$ cat config.mk
export PLATFORM = sky130hd
export DESIGN_NAME = mskand_hpc3o_tof_pipe_flat
export DESIGN_NICKNAME = d
export VERILOG_FILES = /design/src/rtl/mskand_hpc3o_tof_pipe_if.sv /design/src/rtl/mskand_hpc3o_tof_pipe.sv /design/src/flat_wrapper.sv
export SDC_FILE = /design/constraint.sdc
export NUM_CORES = 1
export LEC_CHECK = 0
export CAP_MARGIN = 20
export CORE_MARGIN = 8
export CORE_UTILIZATION = 42
export DETAILED_ROUTE_END_ITERATION = 12
export HOLD_SLACK_MARGIN = 0.02
export PLACE_DENSITY_LB_ADDON = 0.08
export SLEW_MARGIN = 40
export SYNTH_ARGS = -nofsm -noshare
export SYNTH_HDL_FRONTEND = slang
export SYNTH_SLANG_ARGS = --single-unit
$ cat constraint.sdc
create_clock -name clk -period 1.7 [get_ports clk]
set_clock_uncertainty 0.1 [all_clocks]
set_input_delay 0.34 -clock clk [delete_from_list [all_inputs] [get_ports clk]]
set_output_delay 0.34 -clock clk [all_outputs]
set_load 0.02 [all_outputs]
$ cat src/rtl/mskand_hpc3o_tof_pipe_if.sv
// Handshake bundle for the masked AND/Toffoli pipe: input sharings, randomness and output sharing.
// Share s of a sharing occupies bits [s*W +: W].
interface mskand_hpc3o_tof_pipe_if #(
    parameter int d = 2,
    parameter int W = 8
);
    localparam int RND = W * d * (d - 1);

    logic               in_valid;
    logic               in_ready;
    logic               op;
    logic [d*W-1:0]     ina;
    logic [d*W-1:0]     inb;
    logic [d*W-1:0]     inc;
    logic               rnd_valid;
    logic               rnd_ready;
    logic [RND-1:0]     rnd;
    logic               out_valid;
    logic               out_ready;
    logic [d*W-1:0]     out;

    modport master (
        output in_valid, op, ina, inb, inc, rnd_valid, rnd, out_ready,
        input  in_ready, rnd_ready, out_valid, out
    );

    modport slave (
        input  in_valid, op, ina, inb, inc, rnd_valid, rnd, out_ready,
        output in_ready, rnd_ready, out_valid, out
    );
endinterface

$ cat src/rtl/mskand_hpc3o_tof_pipe.sv
// W-lane, d-share HPC3 masked gadget: out = a&b ^ (op ? c : 0), with an internal a-share register
// and optional registered output stage, all behind valid/ready handshakes.
module mskand_hpc3o_tof_pipe #(
    parameter int d      = 2,
    parameter int W      = 8,
    parameter int STAGES = 1
) (
    input  logic                   clk,
    input  logic                   rst_n,
    mskand_hpc3o_tof_pipe_if.slave bus
);
    localparam int RND = W * d * (d - 1);
    localparam int LR  = d * (d - 1);
    localparam int NP  = d * (d - 1) / 2;

    // k-th partner of share i, skipping i itself
    function automatic int peer(input int i, input int k);
        return (k < i) ? k : k + 1;
    endfunction

    // Pair index for the unordered pair {i, j}; randomness is symmetric in (i, j)
    function automatic int pair_idx(input int i, input int j);
        int lo;
        int hi;
        lo = (i < j) ? i : j;
        hi = (i < j) ? j : i;
        return lo * d - (lo * (lo + 1)) / 2 + (hi - 1 - lo);
    endfunction

    logic [RND-1:0] rnd_w;
    logic [W-1:0]   opm;
    logic [W-1:0]   r0v [NP];
    logic [W-1:0]   r1v [NP];
    logic [W-1:0]   u_d [d][d-1];
    logic [W-1:0]   v_d [d][d-1];

    logic [W-1:0]   u_p1 [d][d-1];
    logic [W-1:0]   v_p1 [d][d-1];
    logic [W-1:0]   a_p1 [d];
    logic           vld_p1;
    logic [d*W-1:0] out_s1;

    logic in_ready_w;
    logic in_fire;
    logic s1_ready;
    logic s1_xfer;

    assign rnd_w = bus.rnd;
    assign opm   = {W{bus.op}};

    assign in_ready_w    = !vld_p1 | s1_ready;
    assign in_fire       = bus.in_valid & bus.rnd_valid & in_ready_w;
    assign s1_xfer       = vld_p1 & s1_ready;
    assign bus.in_ready  = in_ready_w;
    assign bus.rnd_ready = bus.in_valid & in_ready_w;

    // Regroup per-lane randomness into per-pair W-bit vectors
    always_comb begin
        r0v = '{default: '0};
        r1v = '{default: '0};
        for (int p = 0; p < NP; p++) begin
            for (int b = 0; b < W; b++) begin
                r0v[p][b] = rnd_w[b*LR + p];
                r1v[p][b] = rnd_w[b*LR + NP + p];
            end
        end
    end

    always_comb begin
        u_d = '{default: '0};
        v_d = '{default: '0};
        for (int i = 0; i < d; i++) begin
            for (int k = 0; k < d - 1; k++) begin
                if (k == 0)
                    u_d[i][k] = (bus.ina[i*W +: W] & (r0v[pair_idx(i, peer(i, k))] ^ bus.inb[i*W +: W]))
                              ^ (opm & bus.inc[i*W +: W])
                              ^ r1v[pair_idx(i, peer(i, k))];
                else
                    u_d[i][k] = (bus.ina[i*W +: W] & r0v[pair_idx(i, peer(i, k))])
                              ^ r1v[pair_idx(i, peer(i, k))];
                v_d[i][k] = bus.inb[peer(i, k)*W +: W] ^ r0v[pair_idx(i, peer(i, k))];
            end
        end
    end

    // ---- stage 1: HPC3 share registers, loaded only on a full handshake ----
    always_ff @(posedge clk) begin
        if (!rst_n) begin
            vld_p1 <= 1'b0;
            u_p1   <= '{default: '0};
            v_p1   <= '{default: '0};
            a_p1   <= '{default: '0};
        end else if (in_fire) begin
            vld_p1 <= 1'b1;
            u_p1   <= u_d;
            v_p1   <= v_d;
            for (int i = 0; i < d; i++)
                a_p1[i] <= bus.ina[i*W +: W];
        end else if (s1_xfer) begin
            vld_p1 <= 1'b0;
        end
    end

    always_comb begin
        out_s1 = '0;
        for (int i = 0; i < d; i++) begin
            for (int k = 0; k < d - 1; k++)
                out_s1[i*W +: W] = out_s1[i*W +: W] ^ u_p1[i][k] ^ (a_p1[i] & v_p1[i][k]);
        end
    end

    generate
        if (STAGES == 1) begin : g_s1
            assign s1_ready      = bus.out_ready;
            assign bus.out_valid = vld_p1;
            assign bus.out       = out_s1;
        end else begin : g_s2
            logic           vld_p2;
            logic [d*W-1:0] out_p2;

            assign s1_ready      = !vld_p2 | bus.out_ready;
            assign bus.out_valid = vld_p2;
            assign bus.out       = out_p2;

            // ---- stage 2: registered output sharing ----
            always_ff @(posedge clk) begin
                if (!rst_n) begin
                    vld_p2 <= 1'b0;
                    out_p2 <= '0;
                end else if (s1_xfer) begin
                    vld_p2 <= 1'b1;
                    out_p2 <= out_s1;
                end else if (bus.out_ready) begin
                    vld_p2 <= 1'b0;
                end
            end
        end
    endgenerate
endmodule

$ cat src/flat_wrapper.sv
// flat-port wrapper written by rule: the top's interface ports become plain ports
module mskand_hpc3o_tof_pipe_flat 
#(
    parameter int d      = 2,
    parameter int W      = 8,
    parameter int STAGES = 1
)
  (clk, rst_n, bus_in_valid, bus_op, bus_ina, bus_inb, bus_inc, bus_rnd_valid, bus_rnd, bus_out_ready, bus_in_ready, bus_rnd_ready, bus_out_valid, bus_out);
  mskand_hpc3o_tof_pipe_if #(.d(d), .W(W)) bus_i ();
  input  logic clk;
  input  logic rst_n;
  input wire logic [$bits(bus_i.in_valid)-1:0] bus_in_valid;
  input wire logic [$bits(bus_i.op)-1:0] bus_op;
  input wire logic [$bits(bus_i.ina)-1:0] bus_ina;
  input wire logic [$bits(bus_i.inb)-1:0] bus_inb;
  input wire logic [$bits(bus_i.inc)-1:0] bus_inc;
  input wire logic [$bits(bus_i.rnd_valid)-1:0] bus_rnd_valid;
  input wire logic [$bits(bus_i.rnd)-1:0] bus_rnd;
  input wire logic [$bits(bus_i.out_ready)-1:0] bus_out_ready;
  output wire logic [$bits(bus_i.in_ready)-1:0] bus_in_ready;
  output wire logic [$bits(bus_i.rnd_ready)-1:0] bus_rnd_ready;
  output wire logic [$bits(bus_i.out_valid)-1:0] bus_out_valid;
  output wire logic [$bits(bus_i.out)-1:0] bus_out;
  assign bus_i.in_valid = bus_in_valid;
  assign bus_i.op = bus_op;
  assign bus_i.ina = bus_ina;
  assign bus_i.inb = bus_inb;
  assign bus_i.inc = bus_inc;
  assign bus_i.rnd_valid = bus_rnd_valid;
  assign bus_i.rnd = bus_rnd;
  assign bus_i.out_ready = bus_out_ready;
  assign bus_in_ready = bus_i.in_ready;
  assign bus_rnd_ready = bus_i.rnd_ready;
  assign bus_out_valid = bus_i.out_valid;
  assign bus_out = bus_i.out;
  mskand_hpc3o_tof_pipe #(.d(d), .W(W), .STAGES(STAGES)) u_core (.clk(clk), .rst_n(rst_n), .bus(bus_i));
endmodule
# == Yosys cells after proc, flatten, opt, wreduce, memory -nomap -nowiden ==
# Index checks and enable logic that the tools add are counted.
# op_classes
n_bitwise,19
n_reduce_logical,2
n_mux,2
# ops
cell,n
$xor A8 B8 Y8,8
$and A8 B8 Y8,6
$and A1 B1 Y1,4
$mux W1,2
$reduce_bool A2 Y1,1
$logic_not A1 Y1,1
$or A1 B1 Y1,1
# word_totals
register_bits,49
inputBits,70
word_cells,30

# == Logic depth before layout (Yosys ltp) ==
# Gate-level depths: netlist (run 1).
# logic_depth
depth_word,4
ltp_mapped,6
ltp_nobuf,4

# == Least setup slack after synthesis (run 1) ==
# No wires, ideal clock.
# synth_path
kind,reg-to-output
startpoint,register u_core.vld_p1 (netlist: u_core.bus.out_valid)
endpoint,output port bus_rnd_ready
path_slack_ps,32
stages_incl_launch_ff,6
n_path_buf,2
arrival_time_ps,1228
path_cell_list,dfxtp_1 nor2b_4 buf_6 clkinv_4 buf_2 and2_1
# synth_via
elab_chain_len,3
# synth_rtl
element,line_no,text
start: declaration,mskand_hpc3o_tof_pipe.sv:40,logic vld_p1;
start signal: assignment,mskand_hpc3o_tof_pipe.sv:89,vld_p1 <= 1'b0;
start signal: assignment,mskand_hpc3o_tof_pipe.sv:94,vld_p1 <= 1'b1;
start signal: assignment,mskand_hpc3o_tof_pipe.sv:100,vld_p1 <= 1'b0;
$logic_not A1 Y1,mskand_hpc3o_tof_pipe.sv:51,assign in_ready_w = !vld_p1 | s1_ready;
$or A1 B1 Y1,mskand_hpc3o_tof_pipe.sv:51,
named net bus_in_ready,flat_wrapper.sv:20,output wire logic [$bits(bus_i.in_ready)-1:0] bus_in_ready;
$and A1 B1 Y1,mskand_hpc3o_tof_pipe.sv:55,assign bus.rnd_ready = bus.in_valid & in_ready_w;
end: declaration,flat_wrapper.sv:21,output wire logic [$bits(bus_i.rnd_ready)-1:0] bus_rnd_ready;
# The timed path passes the listed nets, and every way through them passes these cells.

# == Worst setup path in the final report (run 1) ==
# layout_path
startpoint,register u_core.v_p1[6] in the netlist's numbering
endpoint,output port bus_out[14]
# layout_via
elab_chain_len,2
# layout_rtl
element,line_no,text
start: declaration,mskand_hpc3o_tof_pipe.sv:38,logic [W-1:0] v_p1 [d][d-1];
start signal: assignment,mskand_hpc3o_tof_pipe.sv:96,v_p1 <= v_d;
$and A8 B8 Y8,mskand_hpc3o_tof_pipe.sv:108,out_s1[i*W +: W] = out_s1[i*W +: W] ^ u_p1[i][k] ^ (a_p1[i] & v_p1[i][k]);
$xor A8 B8 Y8,mskand_hpc3o_tof_pipe.sv:108,
end: declaration,flat_wrapper.sv:23,output wire logic [$bits(bus_i.out)-1:0] bus_out;
# Every way passes these cells.

==> reports/qor.yml, run 1 <==
ys_types: 27
synth_top_family_by_area: "compound AO/OA/AOI/OAI gates"
final_max_slew_viol_count: 0
grt_setup_unrepaired: "true"
h-tree-depth: 2
finalWeightedCongestion: 0.738
outcome: "completed"
synth-simple-area-share_pct: 17.5
dpl.cell_count: 477
setup_viol: 0
die_h_um: 97.1
critPathKind: "reg -> out"
hold_violations: 0
cp_cell_sequence: "nand2_1 -> xnor2_1 -> clkdlybuf4s15_1"
synth_cells: 315
nFillCells: 596
fin_crit_sh_pct: 97.0
drc: 0
place.port_buffers: 88
syn-num-nets: 385
diodes: 0
clkTransAtPathRegs_ps: 90
die_w_um: 97.1
cp_slowest_stage_delay_ps: 350
worstRegToRegCells: 5
synth_compound_area_share_pct: 31.6
die-area_mm2: 0.00943
avgRoutedWirePerCell_um: 15.7
core_area_mm2: 0.00635
ys_warn_count: 0
rows: 29
ys_seq_area_share_pct: 35.5
antenna_found_initial: 0
multi_input_area_mm2: 0.00164
syn_to_final_growth_pct: 37.8
syn_area_per_cell_um2: 8.77
crit_fanout: 2
endpoint_kind: "primary output"
grt_use_total_pct: 16.0
mostFrequentLayoutCells: "68 x clkdlybuf4s50_1, 48 x dfxtp_1, 33 x nand2_1"
final_cells: 485
final.min_clock_period_ps: 1650
r2r-end: "u_core.u_p1[1]"
grt_pass1_vias: 2738
drtPass1Iterations: 4
grt_first_pass_wirelength_mm: 13.1
initial_core_util_pct: 43.5
synthesis.area_mm2: 0.00276
min_from: "u_core.a_p1[5]"
final-seq-area_um2: 982
synth-adder-area-share_pct: 0
pin_count: 89
mostFrequentLayoutCell: "clkdlybuf4s50_1"
total_power_w: 0.00260
cp_slowest_cell: "dfxtp_1"
max_freq_ghz: 0.606
via_count: 2703
dp_hpwl_mm: 5.55
powerDensity_mw_per_mm2: 683
ant_nets: 0
regToRegSetupSlack_ps: 190
ir_drop_mv: 0.434
holdPathStages: 2
cts_tree: "yes"
min_path_type: "reg -> reg"
drt_wl_total_mm: 7.62
clockRootBuffer: "clkbuf_8"
min_to: "u_core.a_p1[5]"
fin_tns_setup_ps: 0
synth.mux.area_fraction_pct: 0
worst_pin_slew_ps: 467
vias_per_cell: 5.57
clockBufferDepth: 2
grt_overflow_total: 0
crit_arrival_ps: 1210
drv_cap: 0
grt_max_degree: 34
start_kind: "flop"
numCtsBuffers: 5
ys_ff_latch: 49
drt-initial-drc-count: 99
insertion_delay_ps: 300
slew_headroom_pct: 68.8
synth_xor_area_share_pct: 10.1
final_nets: 477
cts.sinks: 49
cp.required_ps: 1260
r2r-start: "u_core.bus.out_valid"
utilization_pct: 59.9
drive_gt1_share_pct: 11.5
leakage_nw: 1.62
cells in the mapped netlist:
cell       n  share of area [%]
dfxtp_1   49                 36
and3b_1   16                5.1
nand3_4    1               0.63
clkbuf_1   7               0.95
xor2_1    16                5.1
a21o_1     7                1.9
nor3_1    18                3.3
o21ai_0   16                2.9
nor2_2     1               0.23
a21boi_1   7                1.9
o32ai_1   16                5.1
a21oi_1   26                4.7
nand2_1   33                4.5
buf_4      3               0.82
nand3_1   16                2.9
o311a_1    7                2.5
and2_1     2               0.45
a211oi_1  16                4.3
clkinv_1   1               0.14
nor2b_4    1               0.50
buf_6      2               0.82
a21boi_0   9                2.4
o211a_1   16                5.8
buf_1      1               0.14
buf_2     11                2.0
clkinv_4   1               0.32
xnor2_1   16                5.1
cell type report:
class                   instances  area share (%)
clock buffers                   6            1.91
clock inverters                 2           0.263
inverters                       2           0.329
multi-input cells             240            43.2
flip-flops and latches         49            25.8
well taps                      77            2.53
repair buffers                109            26.0
metal layers:
layer / vias to the layer above / share of wire, % / track usage (%)
met5: - / 0 / 0
met1: 1258 / 46 / 20.1
met4: 0 / 0.33 / 3.79
met3: 2 / 4.5 / 3.91
met2: 73 / 49 / 26.7
li1: 1370 / - / -
where the power goes:
part / total (W) / internal, W / leakage, nW / switching (W)
Sequential: 0.00126 / 0.00122 / 0.402 / 0.0000375
Clock: 0.000660 / 0.000286 / 0.0450 / 0.000374
Combinational: 0.000684 / 0.000363 / 1.17 / 0.000321
Total: 0.00260 / 0.00187 / 1.62 / 0.000732
registers in the layout, summed over array words and instances, names as in the netlist:
name,count
u_core.bus.out_valid,1
u_core.a_p1,16
u_core.u_p1,16
u_core.v_p1,16
cell families (layout without fill, tap and decap cells):
group	after synthesis	after routing
XOR/XNOR	32	32
AO/OA/AOI/OAI	120	120
flip-flops	49	49
AND/OR/NAND/NOR	88	88
buffers and inverters	26	119
how the worst max path moves through the flow:
stage | startpoint | endpoint
floorplan | u_core.bus.out_valid | bus_rnd_ready
global placement | bus_out_ready | bus_rnd_ready
detailed placement | bus_out_ready | bus_rnd_ready
CTS | u_core.v_p1[0] | bus_out[8]
global route | u_core.bus.out_valid | bus_rnd_ready
finish | u_core.v_p1[6] | bus_out[14]
through the flow:
stage,hold WS [ps],setup slack (ps),cell area [µm²]
finish,379,50.2,3800
floorplan,354,32.3,2760
global route,398,-2.08,3800
detailed placement,367,-468,3780
global placement,360,-476,3780
CTS,379,9.47,3830
critical path: cells and delay by family, from the launching register on:
kind	cells	cell delay (ps)
and+or+nand+nor	1	70
xor gates and xnor gates	1	170
DFF	1	350
buffers and inverters	1	340
what timing repair did:
item,in CTS,in global routing
buffers inserted,0,0
gates resized for setup,27,34
pin swaps,0,1
hold buffers,0,0
endpoints found under the setup margin,35,31
Power figures use the tool's default switching activity.
==> run 2: changes to the inputs <==
--- a/config.mk
+++ b/config.mk
@@ -11,6 +11,7 @@
 export DETAILED_ROUTE_END_ITERATION = 12
 export HOLD_SLACK_MARGIN = 0.02
 export PLACE_DENSITY_LB_ADDON = 0.08
+export RECOVER_POWER = 25
 export SLEW_MARGIN = 40
 export SYNTH_ARGS = -nofsm -noshare
 export SYNTH_HDL_FRONTEND = slang
==> reports/qor.yml, run 2 (same netlist as run 1, synthesis figures left out) <==
critPathKind: "reg -> out"  # unchanged
final_cells: 485  # unchanged
fin_area_mm2: 0.00380  # unchanged
utilization_pct: 59.9  # unchanged
ant_nets: 0  # unchanged
grt_pass1_vias: 2738  # unchanged
dp_slack_ps: -468  # unchanged
min_path_type: "reg -> reg"  # unchanged
die_h_um: 97.1  # unchanged
place.port_buffers: 88  # unchanged
setup_viol: 0  # unchanged
postCtsSetupBuffers: 0  # unchanged
grt_use_total_pct: 16.0  # unchanged
final.min_clock_period_ps: 1650  # about the same
drtPass1Iterations: 4  # unchanged
numCtsBuffers: 5  # unchanged
dpl.cell_count: 477  # unchanged
die-area_mm2: 0.00943  # unchanged
insertion_delay_ps: 300  # about the same
clockRootBuffer: "clkbuf_8"  # unchanged
crit_arrival_ps: 1210  # about the same
fin_tns_setup_ps: 0  # unchanged
hold_violations: 0  # unchanged
initial_core_util_pct: 43.5  # unchanged
drt_wl_total_mm: 7.65  # was 7.62 mm
antenna_found_initial: 0  # unchanged
crit_fanout: 2  # unchanged
drive_gt1_share_pct: 11.5  # unchanged
die_w_um: 97.1  # unchanged
rows: 29  # unchanged
worst_pin_slew_ps: 475  # was 467 ps
leakage_nw: 1.62  # unchanged
holdPathStages: 2  # unchanged
h-tree-depth: 2  # unchanged
place_area_mm2: 0.00378  # unchanged
fin_crit_sh_pct: 97.2  # was 97.0%
core_area_mm2: 0.00635  # unchanged
worstRegToRegCells: 5  # unchanged
drt-initial-drc-count: 99  # unchanged
syn_to_final_growth_pct: 37.8  # unchanged
final_max_slew_viol_count: 0  # unchanged
diodes: 0  # unchanged
pin_count: 89  # unchanged
grt_overflow_total: 0  # unchanged
mostFrequentLayoutCells: "68 x clkdlybuf4s50_1, 48 x dfxtp_1, 33 x nand2_1"  # unchanged
vias_per_cell: 5.61  # was 5.57
ir_drop_mv: 0.435  # was 0.434 mV
cp_slowest_cell: "dfxtp_1"  # unchanged
finalWeightedCongestion: 0.738  # unchanged
endpoint_kind: "primary output"  # unchanged
cts_tree: "yes"  # unchanged
drc: 0  # unchanged
outcome: "completed"  # unchanged
powerDensity_mw_per_mm2: 684  # was 683 mW/mm²
reg.largest.list: "u_core.a_p1 (16), u_core.u_p1 (16), u_core.v_p1 (16)"  # unchanged
cp_slowest_stage_delay_ps: 350  # about the same
setup_slack_ps: 46.8  # was 50.2 ps
cts.sinks: 49  # unchanged
cp_cell_sequence: "nand2_1 -> xnor2_1 -> clkdlybuf4s15_1"  # unchanged
drv_cap: 0  # unchanged
avgRoutedWirePerCell_um: 15.8  # was 15.7 µm
slew_headroom_pct: 68.2  # was 68.8%
grt_first_pass_wirelength_mm: 13.1  # unchanged
cp.required_ps: 1260  # about the same
clockBufferDepth: 2  # unchanged
final_nets: 477  # unchanged
grt_max_degree: 34  # unchanged
start_kind: "flop"  # unchanged
max_freq_ghz: 0.605  # was 0.606 GHz
clkTransAtPathRegs_ps: 90  # about the same
mostFrequentLayoutCell: "clkdlybuf4s50_1"  # unchanged
nFillCells: 596  # unchanged
via_count: 2723  # was 2703
grt_setup_unrepaired: "true"  # unchanged
dp_hpwl_mm: 5.55  # unchanged
## run 2: cell counts in the layout (fill, tap and decap cells not counted)
Identical to the previous run, type by type.
## run 2: area by class of cell
class                      instances  area, µm²  area share (%)
timing repair buffer             109        988            26.0
multi-input combinational        240       1640            43.2
inverter                           2       12.5           0.329
clock inverter                     2       10.0           0.263
tap                               77       96.3            2.53
clock buffer                       6       72.6            1.91
sequential                        49        982            25.8
## run 2: power by group
part	leakage (nW)	internal (W)	total, W	switching, W
registers	0.402	0.00122	0.00126	0.0000375
logic	1.17	0.000363	0.000685	0.000322
clock network	0.0450	0.000286	0.000662	0.000376
## run 2: worst paths after layout
check / slack [ps] / start / to
min reg2reg: 380 / u_core.a_p1[11] / u_core.a_p1[11]
max reg2reg: 190 / u_core.bus.out_valid / u_core.u_p1[1]
max: 50 / u_core.v_p1[6] / bus_out[14]
min: 380 / u_core.a_p1[11] / u_core.a_p1[11]
## run 2: critical path, delay by kind of cell (launching register included)
kind / cells / cell delay [ps]
DFF: 1 / 350
buffers and inverters: 1 / 340
xor gates and xnor gates: 1 / 170
and+or+nand+nor: 1 / 70
## run 2: per-layer routing
layer | routed length [µm] | vias to the layer above | global-route usage [%]
met4 | 25 | 0 | 3.79
met2 | 3710 | 65 | 26.7
met5 | 0 | - | 0
li1 | - | 1372 | -
met1 | 3610 | 1284 | 20.1
met3 | 307 | 2 | 3.91
## run 2: timing repair
action | in CTS | in global routing
setup endpoints to repair | 35 | 31
gates resized for setup | 27 | 34
endpoints found under the hold margin | 0 | 0
pin swaps | 0 | 1
cloned | 0 | 0
hold buffers | 0 | 0
## run 2: through the flow
step | hold WS (ps) | total power, W
after floorplan | 354 | 0.00163
after global placement | 360 | 0.00198
after detailed placement | 367 | 0.00199
after CTS | 379 | 0.00263
after global routing | 398 | 0.00275
final | 379 | 0.00260
